===== src/rtl/dshot_frame_rx.sv =====
// DShot600 frame receiver: pulse-width bit decoding, 16-bit frame assembly,
// CRC check, throttle-to-speed mapping and a loss-of-signal failsafe.
module dshot_frame_rx #(
    parameter int unsigned BIT_THRESH      = 15,
    parameter int unsigned HIGH_MIN        = 4,
    parameter int unsigned HIGH_MAX        = 24,
    parameter int unsigned GAP_CYCLES      = 40,
    parameter int unsigned FAILSAFE_CYCLES = 1600000
) (
    input  logic        clk,
    input  logic        rst_n,
    input  logic        dshotPin,
    output logic [10:0] throttle,
    output logic        telem,
    output logic [7:0]  outputSpeed,
    output logic        frame_valid,
    output logic        crc_err,
    output logic        link_ok
);

    localparam int unsigned FS_W = $clog2(FAILSAFE_CYCLES + 1);

    localparam logic [7:0]      THRESH_C = 8'(BIT_THRESH);
    localparam logic [7:0]      HMIN_C   = 8'(HIGH_MIN);
    localparam logic [7:0]      HMAX_C   = 8'(HIGH_MAX);
    localparam logic [7:0]      GAP_C    = 8'(GAP_CYCLES);
    localparam logic [FS_W-1:0] FS_LOAD  = FS_W'(FAILSAFE_CYCLES);
    localparam logic [FS_W-1:0] FS_ONE   = FS_W'(1);

    typedef enum logic [2:0] {
        S_IDLE,
        S_HIGH,
        S_LOW,
        S_RESYNC,
        S_CHECK
    } state_t;

    logic        meta;
    logic        pin_s;
    logic        pin_d;
    logic        rise;
    logic        fall;

    state_t      state;
    state_t      state_n;
    logic [7:0]  hcnt;
    logic [7:0]  hcnt_n;
    logic [7:0]  lcnt;
    logic [7:0]  lcnt_n;
    logic [4:0]  bcnt;
    logic [4:0]  bcnt_n;
    logic [15:0] shreg;
    logic [15:0] shreg_n;

    logic [10:0]     rx_throttle;
    logic            rx_telem;
    logic [11:0]     rx_v;
    logic [3:0]      rx_crc;
    logic [3:0]      calc_crc;
    logic            crc_ok;
    logic [10:0]     speed_diff;
    logic [7:0]      speed_new;
    logic [FS_W-1:0] fs_cnt;

    // Two-flop synchronizer plus one delay stage for edge detection
    always_ff @(posedge clk or negedge rst_n) begin
        if (!rst_n) begin
            meta  <= 1'b0;
            pin_s <= 1'b0;
            pin_d <= 1'b0;
        end else begin
            meta  <= dshotPin;
            pin_s <= meta;
            pin_d <= pin_s;
        end
    end

    assign rise = pin_s & ~pin_d;
    assign fall = ~pin_s & pin_d;

    // FSM and bit-assembly registers
    always_ff @(posedge clk or negedge rst_n) begin
        if (!rst_n) begin
            state <= S_IDLE;
            hcnt  <= '0;
            lcnt  <= '0;
            bcnt  <= '0;
            shreg <= '0;
        end else begin
            state <= state_n;
            hcnt  <= hcnt_n;
            lcnt  <= lcnt_n;
            bcnt  <= bcnt_n;
            shreg <= shreg_n;
        end
    end

    // Next-state logic: pulse width measurement, bit shifting, abort paths
    always_comb begin
        state_n = state;
        hcnt_n  = hcnt;
        lcnt_n  = lcnt;
        bcnt_n  = bcnt;
        shreg_n = shreg;
        case (state)
            S_IDLE: begin
                bcnt_n = '0;
                if (rise) begin
                    hcnt_n  = '0;
                    state_n = S_HIGH;
                end
            end
            S_HIGH: begin
                hcnt_n = (hcnt == 8'hFF) ? hcnt : hcnt + 8'd1;
                if (fall) begin
                    if (hcnt < HMIN_C) begin
                        lcnt_n  = '0;
                        state_n = S_RESYNC;
                    end else begin
                        shreg_n = {shreg[14:0], (hcnt >= THRESH_C)};
                        bcnt_n  = bcnt + 5'd1;
                        if (bcnt == 5'd15) begin
                            state_n = S_CHECK;
                        end else begin
                            lcnt_n  = '0;
                            state_n = S_LOW;
                        end
                    end
                end else if (hcnt > HMAX_C) begin
                    lcnt_n  = '0;
                    state_n = S_RESYNC;
                end
            end
            S_LOW: begin
                if (rise) begin
                    hcnt_n  = '0;
                    state_n = S_HIGH;
                end else begin
                    lcnt_n = (lcnt == 8'hFF) ? lcnt : lcnt + 8'd1;
                    if (lcnt > GAP_C) begin
                        state_n = S_IDLE;
                    end
                end
            end
            S_RESYNC: begin
                if (pin_s) begin
                    lcnt_n = '0;
                end else begin
                    lcnt_n = (lcnt == 8'hFF) ? lcnt : lcnt + 8'd1;
                    if (lcnt > GAP_C) begin
                        state_n = S_IDLE;
                    end
                end
            end
            S_CHECK: begin
                state_n = S_IDLE;
            end
            default: begin
                state_n = S_IDLE;
            end
        endcase
    end

    // Frame field extraction, CRC and throttle-to-speed mapping
    always_comb begin
        rx_throttle = shreg[15:5];
        rx_telem    = shreg[4];
        rx_crc      = shreg[3:0];
        rx_v        = {rx_throttle, rx_telem};
        calc_crc    = rx_v[3:0] ^ rx_v[7:4] ^ rx_v[11:8];
        crc_ok      = (calc_crc == rx_crc);
        speed_diff  = rx_throttle - 11'd48;
        speed_new   = (rx_throttle < 11'd48) ? 8'd0 : speed_diff[10:3];
    end

    // Output registers, strobes and failsafe; a valid frame beats expiry
    always_ff @(posedge clk or negedge rst_n) begin
        if (!rst_n) begin
            throttle    <= '0;
            telem       <= 1'b0;
            outputSpeed <= '0;
            frame_valid <= 1'b0;
            crc_err     <= 1'b0;
            link_ok     <= 1'b0;
            fs_cnt      <= '0;
        end else begin
            frame_valid <= 1'b0;
            crc_err     <= 1'b0;
            if ((state == S_CHECK) && crc_ok) begin
                throttle    <= rx_throttle;
                telem       <= rx_telem;
                outputSpeed <= speed_new;
                frame_valid <= 1'b1;
                link_ok     <= 1'b1;
                fs_cnt      <= FS_LOAD;
            end else begin
                if (state == S_CHECK) begin
                    crc_err <= 1'b1;
                end
                if (fs_cnt != '0) begin
                    fs_cnt <= fs_cnt - FS_ONE;
                    if (fs_cnt == FS_ONE) begin
                        link_ok     <= 1'b0;
                        outputSpeed <= '0;
                    end
                end
            end
        end
    end

endmodule


===== config.mk =====
export PLATFORM = sky130hd
export DESIGN_NAME = dshot_frame_rx
export DESIGN_NICKNAME = d
export VERILOG_FILES = /design/src/rtl/dshot_frame_rx.sv
export SDC_FILE = /design/constraint.sdc
export NUM_CORES = 1
export LEC_CHECK = 0
export BUFFER_PORTS_ARGS = -buffer_cell sky130_fd_sc_hd__buf_4
export CAP_MARGIN = 20
export CORE_UTILIZATION = 60
export DETAILED_ROUTE_END_ITERATION = 10
export PLACE_DENSITY_LB_ADDON = 0.3
export SLEW_MARGIN = 20
export SYNTH_ARGS = -nofsm -noshare
export SYNTH_HDL_FRONTEND = slang
export SYNTH_SLANG_ARGS = --single-unit

===== constraint.sdc =====
create_clock -name clk -period 5.1 [get_ports clk]
set_input_delay 1.02 -clock clk [delete_from_list [all_inputs] [get_ports clk]]
set_output_delay 1.02 -clock clk [all_outputs]
set_load 0.02 [all_outputs]

; After elaboration in Yosys (flattened, before gate mapping)
; Cells that the tools add are included.
[word_totals]
ff_bits = 87
inputBits = 3
output_inout_bits = 23
word_cells = 100
[classes]
n_addsub = 5
order_cmp = 5
eq_ne = 18
mux = 35
bitwise = 7
reduce_logical = 15
[op_table]
columns = operator, n
row1 = $mux 8, 13
row2 = $mux 21, 2
row3 = $mux 3, 8
row4 = $pmux 8 s3, 1
row5 = $eq 21x1->1 const B, 1
row6 = $reduce_bool 21->1, 1
row7 = $sub 21x1->21 const B, 1
row8 = $add 8x1->8 const B, 2
row9 = $eq 8x8->1 const B, 2
row10 = $pmux 8 s2, 1
row11 = $ne 2x2->1 const B, 6
row12 = $pmux 3 s4, 1
row13 = $reduce_and 3->1, 4
row14 = $lt 11x6->1 const B, 1
row15 = $sub 11x6->11 const B, 1
row16 = $mux 5, 2
row17 = $pmux 5 s2, 1
row18 = $ge 8x4->1 const B, 1
row19 = $gt 8x5->1 const B, 1
row20 = $gt 8x6->1 const B, 1
row21 = $lt 8x3->1 const B, 1
row22 = $reduce_bool 2->1, 4
row23 = $xor 4x4->4, 2
row24 = $eq 3x2->1 const B, 2
row25 = 17 further kinds, 25

; Longest topological paths before layout
; Gate-level depths: netlist of the first run.
[logic_depth]
depth_word = 6
ltp_mapped = 8
depth_no_buf = 8

; Least setup slack after synthesis of the first run
; OpenSTA, ideal clock, no wires.
[synth_path]
path_type = register to register
startpoint = register state[2]
endpoint = register shreg[10]
setup_ns = 0.125
arrival_time_ns = 1.816
path_slack_ns = 3.159
path_stages_with_launch = 6
n_path_buf = 2
synth_period_minus_slack_ns = 1.941
cell_sequence = dfrtp_1 clkbuf_1 or3b_1 a211oi_2 buf_2 mux2_2
[synth_via]
elab_chain_len = 2
[synth_rtl]
columns = element, line
row1 = start: declaration, 44  ; state_t state;
row2 = start signal: assignment, 90  ; state <= state_n;
row3 = $eq 3x1->1, 105  ; case (state)
row4 = $reduce_and 3->1 (no source line), -
row5 = end signal: assignment, 94  ; shreg <= shreg_n;
row6 = end: declaration, 52  ; logic [15:0] shreg;
; Every way passes these cells.
; A chain may end at the register's enable or synchronous reset.

; Worst setup path after layout of the first run
[layout_path]
startpoint = register shreg[11]
endpoint = register outputSpeed[6]
[layout_via]
elab_chain_len = 6
word_cells_on_any_way = 11
classes_between = 1 x add/sub / 1 x order compare / 1 x eq/ne / 2 x mux / 2 x bitwise / 4 x reduce/logical
[layout_rtl]
columns = element, line
row1 = branches (longest 6 deep; another with $sub 11x6->11), -
row2 = end signal: assignment, 192  ; outputSpeed <= speed_new;
row3 = end: declaration, 15  ; output logic [7:0] outputSpeed,
; Parallel ways; which one is timed is not known.

==> results.py, run 1 <==
metrics = {
    "pwr": {
        "p_per_area_nw_per_um2": 356,
        "max-vdd-ir-drop_mv": 0.226,
        "power.leakage_nw": 2.43,
    },
    "synth": {
        "async_flop_share_pct": 100,
        "yosysSeqAreaShare_pct": 48.3,
        "post_synth_inst_count": 431,
        "ys_types": 60,
        "main_flop_type_after_synthesis": "sky130_fd_sc_hd__dfrtp_1",
        "synth-edff-count": 0,
        "netlist_area_um2": 4500,
        "syn-mean-instance-area_um2": 10.5,
        "ys_ff_latch": 87,
        "syn-num-nets": 444,
        "synthesis.yosys.warnings": 0,
    },
    "place": {
        "place_congestion": 0.874,
        "numPortBuffers": 25,
        "placed_cells_incl_taps": 538,
        "dpl-instance-area_um2": 4730,
        "place.detailed.hpwl_mm": 5.72,
    },
    "cts": {
        "worst_setup_hold_path_clk_slew_ns": 0.10,
        "clock_insertion_delay_worst_skew_ns": 0.36,
        "cts_setup_buffers": 0,
        "clk_path_buf_depth": 2,
        "hold_buffers": 0,
        "cts_inserted_buffers": 9,
        "cts_num_sinks": 87,
        "cts-htree-levels": 3,
        "cts.repair.resized": 0,
        "clock_tree_from_tritoncts": "done",
        "cts_root_buffer": "sky130_fd_sc_hd__clkbuf_8",
    },
    "critical_path": {
        "crit_required_ns": 5.38,
        "cell_by_cell_trace_of_the_critical_path": "xnor2_1, xnor2_1, nor4_4, nand2_2, inv_2, mux2i_1",
        "start_kind": "flop",
        "critical_path.slowest_cell": "sky130_fd_sc_hd__dfrtp_1",
        "critical_path.startpoint": "shreg[11]",
        "path_class": "flop to flop",
        "worstReg2RegStart": "shreg[11]",
        "cp_max_fo": 23,
        "timing.critical_path.to_type": "flop",
        "max_stage_delay_ns": 0.49,
        "crit_path_top_cell_by_count": "sky130_fd_sc_hd__xnor2_1",
        "cp_data_arrival_time_ns": 2.83,
    },
    "floorplan": {
        "initial_core_util_pct": 62.1,
        "coreArea_um2": 7250,
        "die-area_um2": 7860,
        "io-pin-count": 26,
        "chipWidth_um": 88.6,
        "die_height_um": 88.6,
        "rows": 31,
    },
    "grt": {
        "global_route_wire_length_before_repair_mm": 14.2,
        "global_route.usage.met1_pct": 30.9,
        "grt_max_degree": 88,
        "grt.overflow.total": 0,
        "globalRouteMet2Util_pct": 38.2,
        "grt_pass1_vias": 3066,
        "antenna_violations_before_repair": 0,
        "grt_most_used_layer": "met2",
        "met3_use_gr_pct": 6.06,
        "gr-usage-all-layers_pct": 23.5,
    },
    "layout": {
        "most_common_cell_after_layout_fill_and_taps_aside": "sky130_fd_sc_hd__dfrtp_1",
        "final-instance-count-excl-fill": 554,
        "drive_gt1_share_pct": 19.1,
        "final_area_um2": 4950,
        "mostFrequentLayoutCells": "sky130_fd_sc_hd__dfrtp_1 (87), sky130_fd_sc_hd__nand2_1 (44), sky130_fd_sc_hd__nor2_1 (30)",
        "syn_to_final_growth_pct": 10.0,
        "antenna-diode-count": 0,
        "finalNetCount": 463,
    },
    "timing": {
        "max_clock_freq_mhz": 391,
        "setup_tns_ns": 0,
        "finClkSkew_ns": 0.0163,
        "report.final.slew_viol_count": 0,
        "final_setup_violation_count": 0,
        "hold_viol": 0,
        "grt_setup_unrepaired": "no",
        "layout_worst_path_cycle_share_pct": 50.1,
        "final_period_minus_worst_setup_slack_ns": 2.56,
        "hold-worst-slack_ns": 0.356,
        "maxSlewHeadroom_pct": 49.8,
        "worst_slew_pin_slew_ns": 0.752,
    },
    "detailed_routing": {
        "via_density_per_instance": 5.92,
        "detailedRoute.firstIterationViolations": 215,
        "wire_per_inst_um": 15.2,
        "dr_pass1_iterations": 4,
        "wl_mm": 8.43,
        "drcViolationCount": 0,
        "final_antenna_violating_net_count": 0,
        "route.vias.total": 3280,
    },
    "job": {
        "max_cap_violations": 0,
    },
    "min_path": {
        "worst_hold_check_path_type": "flop to flop",
        "hold_start": "meta",
    },
    "status": {
        "run_status": "finished clean",
    },
}
## worst max-delay path, delay by kind of cell, from the launching register on
kind	cells	cell delay [ns]
XOR/XNOR	2	0.40
buffers and inverters	1	0.47
multiplexers	1	0.23
AND/OR/NAND/NOR	2	0.87
flip-flops	1	0.49
## metrics by stage
step                power (mW)  setup slack (ns)  util (%)
detailed placement        1.24              2.57      65.2
finish                    1.76              2.54      68.3
CTS                       1.77              2.53      68.3
floorplan                 1.15              3.16         -
global route              1.87              2.38      68.3
global placement          1.23              2.73      65.2
## state kept, by name, indices dropped and copies added, names as in the netlist
register,count
pin_s,1
lcnt,8
frame_valid,1
throttle,11
shreg,16
outputSpeed,8
telem,1
meta,1
fs_cnt,21
hcnt,8
crc_err,1
pin_d,1
bcnt,5
link_ok,1
state,3
## synth_stat cells (5+ instances only)
master                     count  share of area (%)
sky130_fd_sc_hd__xor2_1       15                2.9
sky130_fd_sc_hd__nand2b_1      5               0.69
sky130_fd_sc_hd__ha_1         10                2.8
sky130_fd_sc_hd__nand2_1      44                3.7
sky130_fd_sc_hd__and3_1        5               0.69
sky130_fd_sc_hd__mux2i_1       8                1.8
sky130_fd_sc_hd__nor3_1       20                2.2
sky130_fd_sc_hd__clkbuf_1      7               0.58
sky130_fd_sc_hd__nor2_1       30                2.5
sky130_fd_sc_hd__nand4_1       7               0.97
sky130_fd_sc_hd__a21oi_1      16                1.8
sky130_fd_sc_hd__mux2_2       19                4.8
sky130_fd_sc_hd__buf_2         8               0.89
sky130_fd_sc_hd__nor2b_1       6               0.83
sky130_fd_sc_hd__or3_1         7               0.97
sky130_fd_sc_hd__dfrtp_1      87                 48
sky130_fd_sc_hd__nand3_1      13                1.4
sky130_fd_sc_hd__and2_1        5               0.69
sky130_fd_sc_hd__xnor2_1      17                3.3
sky130_fd_sc_hd__mux2_4       10                3.3
sky130_fd_sc_hd__inv_1        10               0.83
sky130_fd_sc_hd__o21ai_0      12                1.3
sky130_fd_sc_hd__a31oi_1       6               0.83
## cell families (layout without fill, tap and decap cells)
| logic type | after synthesis | after routing | synth area share (%) |
|---|---|---|---|
| simple gates | 172 | 172 | 20.6 |
| flops | 87 | 87 | 48.3 |
| compound gates | 64 | 64 | 9.22 |
| mux | 37 | 37 | 9.86 |
| xor+xnor | 32 | 32 | 6.22 |
| buf+inv | 29 | 53 | 2.97 |
| fa+ha+maj | 10 | 10 | 2.78 |
## area by class of cell
cell class	instances	area, um^2
Fill cell	543	2300
Clock buffer	9	124
Inverter	11	41.3
Timing Repair Buffer	26	199
Tap cell	99	124
Multi-Input combinational cell	315	2190
Sequential cell	87	2180
Clock inverter	7	96.3
## where the power goes
part	total, mW	switching, mW	internal [mW]
Sequential	0.824	0.0804	0.743
Combinational	0.411	0.233	0.178
Clock	0.527	0.249	0.278
## per-layer routing
metal	wire length (um)	vias to the layer above
li1	-	1576
met1	3860	1634
met2	4240	62
met3	251	8
met4	81	0
met5	0	-
## final timing paths
kind                                  end  slack [ns]  depth (start not counted)
setup / recovery           outputSpeed[6]        2.54                          6
hold / removal                      pin_s        0.36                          0
setup reg to reg           outputSpeed[6]        2.54                          6
hold reg to reg                     pin_s        0.36                          0
max in group asynchronous         lcnt[4]        3.88                          1
min in group asynchronous     throttle[6]        0.71                          1
No activity file was read; power rests on OpenSTA's default activity.
==> run 2: changes to the inputs <==
--- a/config.mk
+++ b/config.mk
@@ -5,6 +5,7 @@
 export SDC_FILE = /design/constraint.sdc
 export NUM_CORES = 1
 export LEC_CHECK = 0
+export ABC_AREA = 1
 export BUFFER_PORTS_ARGS = -buffer_cell sky130_fd_sc_hd__buf_4
 export CAP_MARGIN = 20
 export CORE_UTILIZATION = 60
==> constraint.sdc (replaced) <==
create_clock -name clk -period 2.5 [get_ports clk]
set_input_delay 0.5 -clock clk [delete_from_list [all_inputs] [get_ports clk]]
set_output_delay 0.5 -clock clk [all_outputs]
set_load 0.02 [all_outputs]
==> run 2 against run 1 <==
Compared with the run above:
- fmax increased by 30%
- worst hold slack lost 0.27 ns
- total power increased by 82%
- critical path type unchanged
- critical path depth decreased by 2
- non-clock buffer count is 1 higher
- largest cell class unchanged
- clock power rose by 100%
- count of clock-buffer cells in the layout is 1 higher
- synthesized area is 11% higher
- synthesized cell count rose by 52%
- first-iteration DRC count up 24%
- clock skew decreased by 0.0032 ns
==> results.py, run 2 <==
metrics = {
    "status": {
        "run_status": "finished clean",
    },
    "pwr": {
        "max-vdd-ir-drop_mv": 0.399,
        "p_total_mw": 3.22,
        "power.leakage_nw": 2.99,
        "p_per_area_nw_per_um2": 588,
    },
    "detailed_routing": {
        "detailedRoute.firstIterationViolations": 266,
        "final_antenna_violating_net_count": 0,
        "route.vias.total": 4217,
        "dr_pass1_iterations": 5,
        "wire_per_inst_um": 13.0,
        "wl_mm": 10.2,
        "via_density_per_instance": 5.36,
        "drcViolationCount": 0,
    },
    "timing": {
        "final_period_minus_worst_setup_slack_ns": 1.97,
        "layout_worst_path_cycle_share_pct": 78.9,
        "setup_tns_ns": 0,
        "grt_setup_unrepaired": "no",
        "worst_slew_pin_slew_ns": 0.623,
        "finClkSkew_ns": 0.0131,
        "final_setup_violation_count": 0,
        "report.final.slew_viol_count": 0,
        "maxSlewHeadroom_pct": 58.5,
        "max_clock_freq_mhz": 507,
        "hold_viol": 0,
    },
    "floorplan": {
        "io-pin-count": 26,
        "chipWidth_um": 93.4,
        "die_height_um": 93.4,
        "rows": 32,
        "die-area_um2": 8720,
        "coreArea_um2": 7890,
        "initial_core_util_pct": 63.5,
    },
    "layout": {
        "reg_top3": "fs_cnt x21, shreg x16, throttle x11",
        "antenna-diode-count": 0,
        "num-fill-cells": 598,
        "finalNetCount": 693,
        "most_common_cell_after_layout_fill_and_taps_aside": "sky130_fd_sc_hd__nand2_1",
        "largest_register_ff_count": 21,
        "mostFrequentLayoutCells": "sky130_fd_sc_hd__nand2_1 (185), sky130_fd_sc_hd__dfrtp_1 (87), sky130_fd_sc_hd__inv_1 (78)",
        "syn_to_final_growth_pct": 9.06,
        "drive_gt1_share_pct": 13.9,
        "largest-register": "fs_cnt",
    },
    "critical_path": {
        "cell_by_cell_trace_of_the_critical_path": "nor3_4, nand3_4, nand2_1, o21ai_2",
        "critPathBufInv": 0,
        "max_stage_delay_ns": 0.55,
        "crit_family": "simple AND/OR/NAND/NOR gates",
        "crit_required_ns": 2.73,
        "critical_path.slowest_cell": "sky130_fd_sc_hd__nand3_4",
        "start_kind": "flop",
        "timing.critical_path.to_type": "flop",
        "cp_max_fo": 46,
        "timing.reg2reg.worst_path_depth": 4,
        "cp_num_cells": 4,
        "path_class": "flop to flop",
        "cp_data_arrival_time_ns": 2.21,
    },
    "synth": {
        "synth_top_area_share_pct": 43.4,
        "synthTopCellsByArea": "sky130_fd_sc_hd__dfrtp_1 (43%), sky130_fd_sc_hd__nand2_1 (14%), sky130_fd_sc_hd__inv_1 (5.8%)",
        "synth-adder-area-share_pct": 2.50,
        "yosys.area_share.xor_xnor_pct": 4.54,
        "synth_top_family_by_area": "simple AND/OR/NAND/NOR gates",
        "synth.mux.area_fraction_pct": 0,
        "post_synth_inst_count": 655,
        "netlist_area_um2": 5010,
        "yosysSeqAreaShare_pct": 43.4,
        "async_flop_share_pct": 100,
        "ys_ff_latch": 87,
        "synth_simple_gate_area_share_pct": 32.6,
        "synth.largest_area_cell": "sky130_fd_sc_hd__dfrtp_1",
        "syn-num-nets": 668,
        "synthesis.yosys.warnings": 0,
        "synthMostInstantiatedCell": "sky130_fd_sc_hd__nand2_1",
        "ys_top_cells_by_count": "sky130_fd_sc_hd__nand2_1 (185), sky130_fd_sc_hd__dfrtp_1 (87), sky130_fd_sc_hd__inv_1 (78), sky130_fd_sc_hd__nor2_1 (72), sky130_fd_sc_hd__nand3_1 (54)",
        "synth_compound_area_share_pct": 8.34,
        "syn-mean-instance-area_um2": 7.65,
        "main_flop_type_after_synthesis": "sky130_fd_sc_hd__dfrtp_1",
        "ys_types": 34,
        "synth-edff-count": 0,
    },
    "place": {
        "numPortBuffers": 25,
        "place_congestion": 0.928,
        "place.detailed.hpwl_mm": 7.32,
    },
    "grt": {
        "grt.overflow.total": 0,
        "antenna_violations_before_repair": 0,
        "grt_pass1_vias": 3928,
        "grt_max_degree": 54,
        "global_route_wire_length_before_repair_mm": 17.6,
        "gr-usage-all-layers_pct": 25.4,
    },
    "cts": {
        "cts.repair.resized": 0,
        "clock_tree_from_tritoncts": "done",
        "clk_path_buf_depth": 2,
        "cts-htree-levels": 3,
        "cts_num_sinks": 87,
        "clock_insertion_delay_worst_skew_ns": 0.37,
        "worst_setup_hold_path_clk_slew_ns": 0.08,
        "cts_setup_buffers": 0,
        "hold_buffers": 0,
        "cts_inserted_buffers": 9,
        "cts_root_buffer": "sky130_fd_sc_hd__clkbuf_8",
    },
    "job": {
        "max_cap_violations": 0,
    },
    "min_path": {
        "worst_hold_check_path_type": "input pin to async pin",
    },
}
## run 2: metrics by stage
stage          hold slack [ns]  cell area [um^2]  util [%]  setup WS, ns  cells
6_report                0.0858              5470      69.3         0.527    787
5_1_grt                  0.124              5470      69.3         0.317    787
4_1_cts                 0.0984              5470      69.3         0.502    787
3_5_place_dp             0.340              5250      66.6         0.518    771
3_3_place_gp             0.337              5250      66.6         0.604    771
2_1_floorplan            0.204              5010         -         0.940    655
## run 2: layer usage
metal | wire, um | GRT usage [%] | up-vias | part of all wire, %
met5 | 0 | 0 | - | 0
met4 | 183 | 9.74 | 0 | 1.8
met3 | 376 | 3.41 | 21 | 3.7
met2 | 5020 | 43.7 | 96 | 49
met1 | 4620 | 32.6 | 1975 | 45
li1 | - | - | 2125 | -
## run 2: path summary, 6_finish.rpt
kind	from	slack, ns	endpoint
max in group asynchronous	rst_n	1.78	bcnt[0]
hold reg to reg	meta	0.36	pin_s
min in group clk	dshotPin	0.24	meta
setup / recovery	state[0]	0.53	telem
hold / removal	rst_n	0.09	fs_cnt[4]
setup reg to reg	state[0]	0.53	telem
## run 2: where the power goes
group          internal [mW]  switching [mW]  total (mW)  leakage (nW)
registers               1.46          0.0788        1.54          1.20
logic                  0.166           0.441       0.607          1.69
clock network          0.560           0.509        1.07         0.102
total                   2.19            1.03        3.22          2.99
## run 2: kinds of logic after synthesis
group | after synthesis
adders and majority gates | 10
and+or+nand+nor | 362
xor gates and xnor gates | 26
buffers and inverters | 100
AOI/OAI and AO/OA | 70
DFF | 87
## run 2: layout make-up
cell class	count	area (um^2)	share of cell area [%]
Inverter	87	327	5.98
Clock inverter	6	85.1	1.56
Sequential cell	87	2180	39.8
Timing Repair Buffer	27	215	3.94
Tap cell	102	128	2.34
Multi-Input combinational cell	468	2410	44.0
Clock buffer	10	128	2.34
==> run 3: changes to the inputs <==
==> constraint.sdc (replaced) <==
create_clock -name clk -period 2.07 [get_ports clk]
set_input_delay 0.414 -clock clk [delete_from_list [all_inputs] [get_ports clk]]
set_output_delay 0.414 -clock clk [all_outputs]
set_load 0.02 [all_outputs]
==> run 3 against run 2 <==
Compared with the run above:
- count of clock-buffer cells in the layout unchanged
- largest cell class unchanged
- critical path depth rose by 7
- die area unchanged
- cell count grew 0.51%
- total power is 21% higher
- utilization up 0.82 points
- flip-flop and latch count did not move
- sequential power grew 21%
- wire length about the same
==> results.py, run 3 (synthesized netlist as in run 2, its figures left out) <==
metrics = {
    "place": {
        "numPortBuffers": 25,
        "place.detailed.hpwl_mm": 7.39,
        "placed_cells_incl_taps": 775,
        "dpl-instance-area_um2": 5300,
        "place_congestion": 0.871,
    },
    "critical_path": {
        "timing.reg2reg.worst_path_depth": 11,
        "max_stage_delay_ns": 0.40,
        "critPathBufInv": 2,
        "cell_by_cell_trace_of_the_critical_path": "ha_1, nand2_1, nor2_1, ha_1, inv_1, nor2_1, nand3_1, nand3_2, inv_1, nand2_1, nand2_1",
        "r2r_end": "lcnt[5]",
        "timing.critical_path.to_type": "flop",
        "regToRegSetupSlack_ns": 0.20,
        "critical_path.slowest_cell": "sky130_fd_sc_hd__dfrtp_1",
        "crit_path_top_cell_by_count": "sky130_fd_sc_hd__nand2_1",
        "cp_data_arrival_time_ns": 2.12,
        "path_class": "flop to flop",
        "cp_max_fo": 13,
        "crit_family": "simple AND/OR/NAND/NOR gates",
        "cp_num_cells": 11,
        "worstReg2RegStart": "bcnt[0]",
        "start_kind": "flop",
        "crit_required_ns": 2.32,
    },
    "cts": {
        "clock_tree_from_tritoncts": "done",
        "cts_setup_buffers": 0,
        "cts_num_sinks": 87,
        "clock_insertion_delay_worst_skew_ns": 0.36,
        "cts_inserted_buffers": 9,
        "cts_root_buffer": "sky130_fd_sc_hd__clkbuf_8",
        "cts-htree-levels": 3,
        "worst_setup_hold_path_clk_slew_ns": 0.09,
        "clk_path_buf_depth": 2,
    },
    "detailed_routing": {
        "wl_mm": 10.2,
        "final_antenna_violating_net_count": 0,
        "dr_pass1_iterations": 5,
        "via_density_per_instance": 5.38,
        "wire_per_inst_um": 12.9,
        "drcViolationCount": 0,
        "detailedRoute.firstIterationViolations": 191,
        "route.vias.total": 4254,
    },
    "timing": {
        "hold_viol": 0,
        "worst_slew_pin_slew_ns": 0.463,
        "setup_tns_ns": 0,
        "layout_worst_path_cycle_share_pct": 90.2,
        "finClkSkew_ns": 0.0161,
        "hold-worst-slack_ns": 0.168,
        "grt_setup_unrepaired": "no",
        "maxSlewHeadroom_pct": 69.0,
        "max_clock_freq_mhz": 535,
        "final_setup_violation_count": 0,
        "final_period_minus_worst_setup_slack_ns": 1.87,
        "report.final.slew_viol_count": 0,
    },
    "floorplan": {
        "initial_core_util_pct": 63.5,
        "rows": 32,
        "die-area_um2": 8720,
        "chipWidth_um": 93.4,
        "io-pin-count": 26,
        "die_height_um": 93.4,
        "coreArea_um2": 7890,
    },
    "status": {
        "run_status": "finished clean",
    },
    "layout": {
        "largest-register": "fs_cnt",
        "syn_to_final_growth_pct": 10.4,
        "finalNetCount": 698,
        "largest_register_ff_count": 21,
        "final-instance-count-excl-fill": 791,
        "reg_top3": "fs_cnt x21, shreg x16, throttle x11",
        "drive_gt1_share_pct": 14.5,
        "final_area_um2": 5530,
        "mostFrequentLayoutCells": "sky130_fd_sc_hd__nand2_1 (185), sky130_fd_sc_hd__dfrtp_1 (87), sky130_fd_sc_hd__inv_1 (78)",
        "most_common_cell_after_layout_fill_and_taps_aside": "sky130_fd_sc_hd__nand2_1",
        "antenna-diode-count": 0,
    },
    "min_path": {
        "hold_start": "dshotPin",
        "timing.hold.worst_endpoint": "meta",
        "worst_hold_check_path_type": "input pin to flop",
        "hold-path-cell-count": 1,
    },
    "pwr": {
        "power.leakage_nw": 3.03,
        "p_total_mw": 3.89,
        "p_per_area_nw_per_um2": 703,
        "max-vdd-ir-drop_mv": 0.669,
    },
    "grt": {
        "antenna_violations_before_repair": 0,
        "grt.overflow.total": 0,
        "gr-usage-all-layers_pct": 25.4,
        "grt_max_degree": 51,
        "grt_pass1_vias": 4096,
        "global_route_wire_length_before_repair_mm": 17.5,
    },
    "job": {
        "max_cap_violations": 0,
    },
}
run 3: how the worst max path moves through the flow:
stage	startpoint	endpoint	slack, ns
3_3_place_gp	bcnt[0]	lcnt[5]	0.26
6_report	bcnt[0]	lcnt[5]	0.20
3_5_place_dp	bcnt[0]	lcnt[1]	0.09
5_1_grt	bcnt[0]	lcnt[0]	0.06
4_1_cts	bcnt[0]	lcnt[1]	0.05
2_1_floorplan	bcnt[0]	lcnt[2]	0.51
run 3: power by group:
part / total, mW / switching, mW / internal, mW
sequential: 1.86 / 0.0942 / 1.76
clock: 1.31 / 0.604 / 0.708
combinational: 0.719 / 0.514 / 0.205
total: 3.89 / 1.21 / 2.68
run 3: worst register-to-register path, cell delays in order, from the launching register on:
cell and delay [ns]:
sky130_fd_sc_hd__dfrtp_1 0.40, sky130_fd_sc_hd__ha_1 0.20, sky130_fd_sc_hd__nand2_1 0.09, sky130_fd_sc_hd__nor2_1 0.13, sky130_fd_sc_hd__ha_1 0.20, sky130_fd_sc_hd__inv_1 0.05, sky130_fd_sc_hd__nor2_1 0.09, sky130_fd_sc_hd__nand3_1 0.12
sky130_fd_sc_hd__nand3_2 0.22, sky130_fd_sc_hd__inv_1 0.14, sky130_fd_sc_hd__nand2_1 0.09, sky130_fd_sc_hd__nand2_1 0.04
run 3: layout make-up:
type                    count  area (um^2)
inverters                  87          327
fillers                   623         2360
multi-input cells         468         2410
clock buffers              10          138
flip-flops and latches     87         2180
repair buffers             32          268
clock inverters             5         82.6
well taps                 102          128
run 3: metrics by stage:
step | setup slack [ns] | util [%]
CTS | 0.0483 | 70.1
global route | 0.0626 | 70.1
finish | 0.202 | 70.1
floorplan | 0.510 | -
global placement | 0.261 | 67.1
detailed placement | 0.0919 | 67.1
run 3: routing by layer:
layer,up-vias,global-route usage (%),share of wire [%]
met5,-,0,0
met4,0,11.5,2.3
met3,20,3.74,4.3
met2,110,44.3,49
met1,1996,31.1,44
li1,2128,-,-
run 3: what timing repair did:
| item | in CTS | in global routing |
|---|---|---|
| hold buffers | 1 | 0 |
| hold endpoints to repair | 12 | 0 |
| gates resized for setup | 0 | 1 |
| setup endpoints to repair | 0 | 8 |
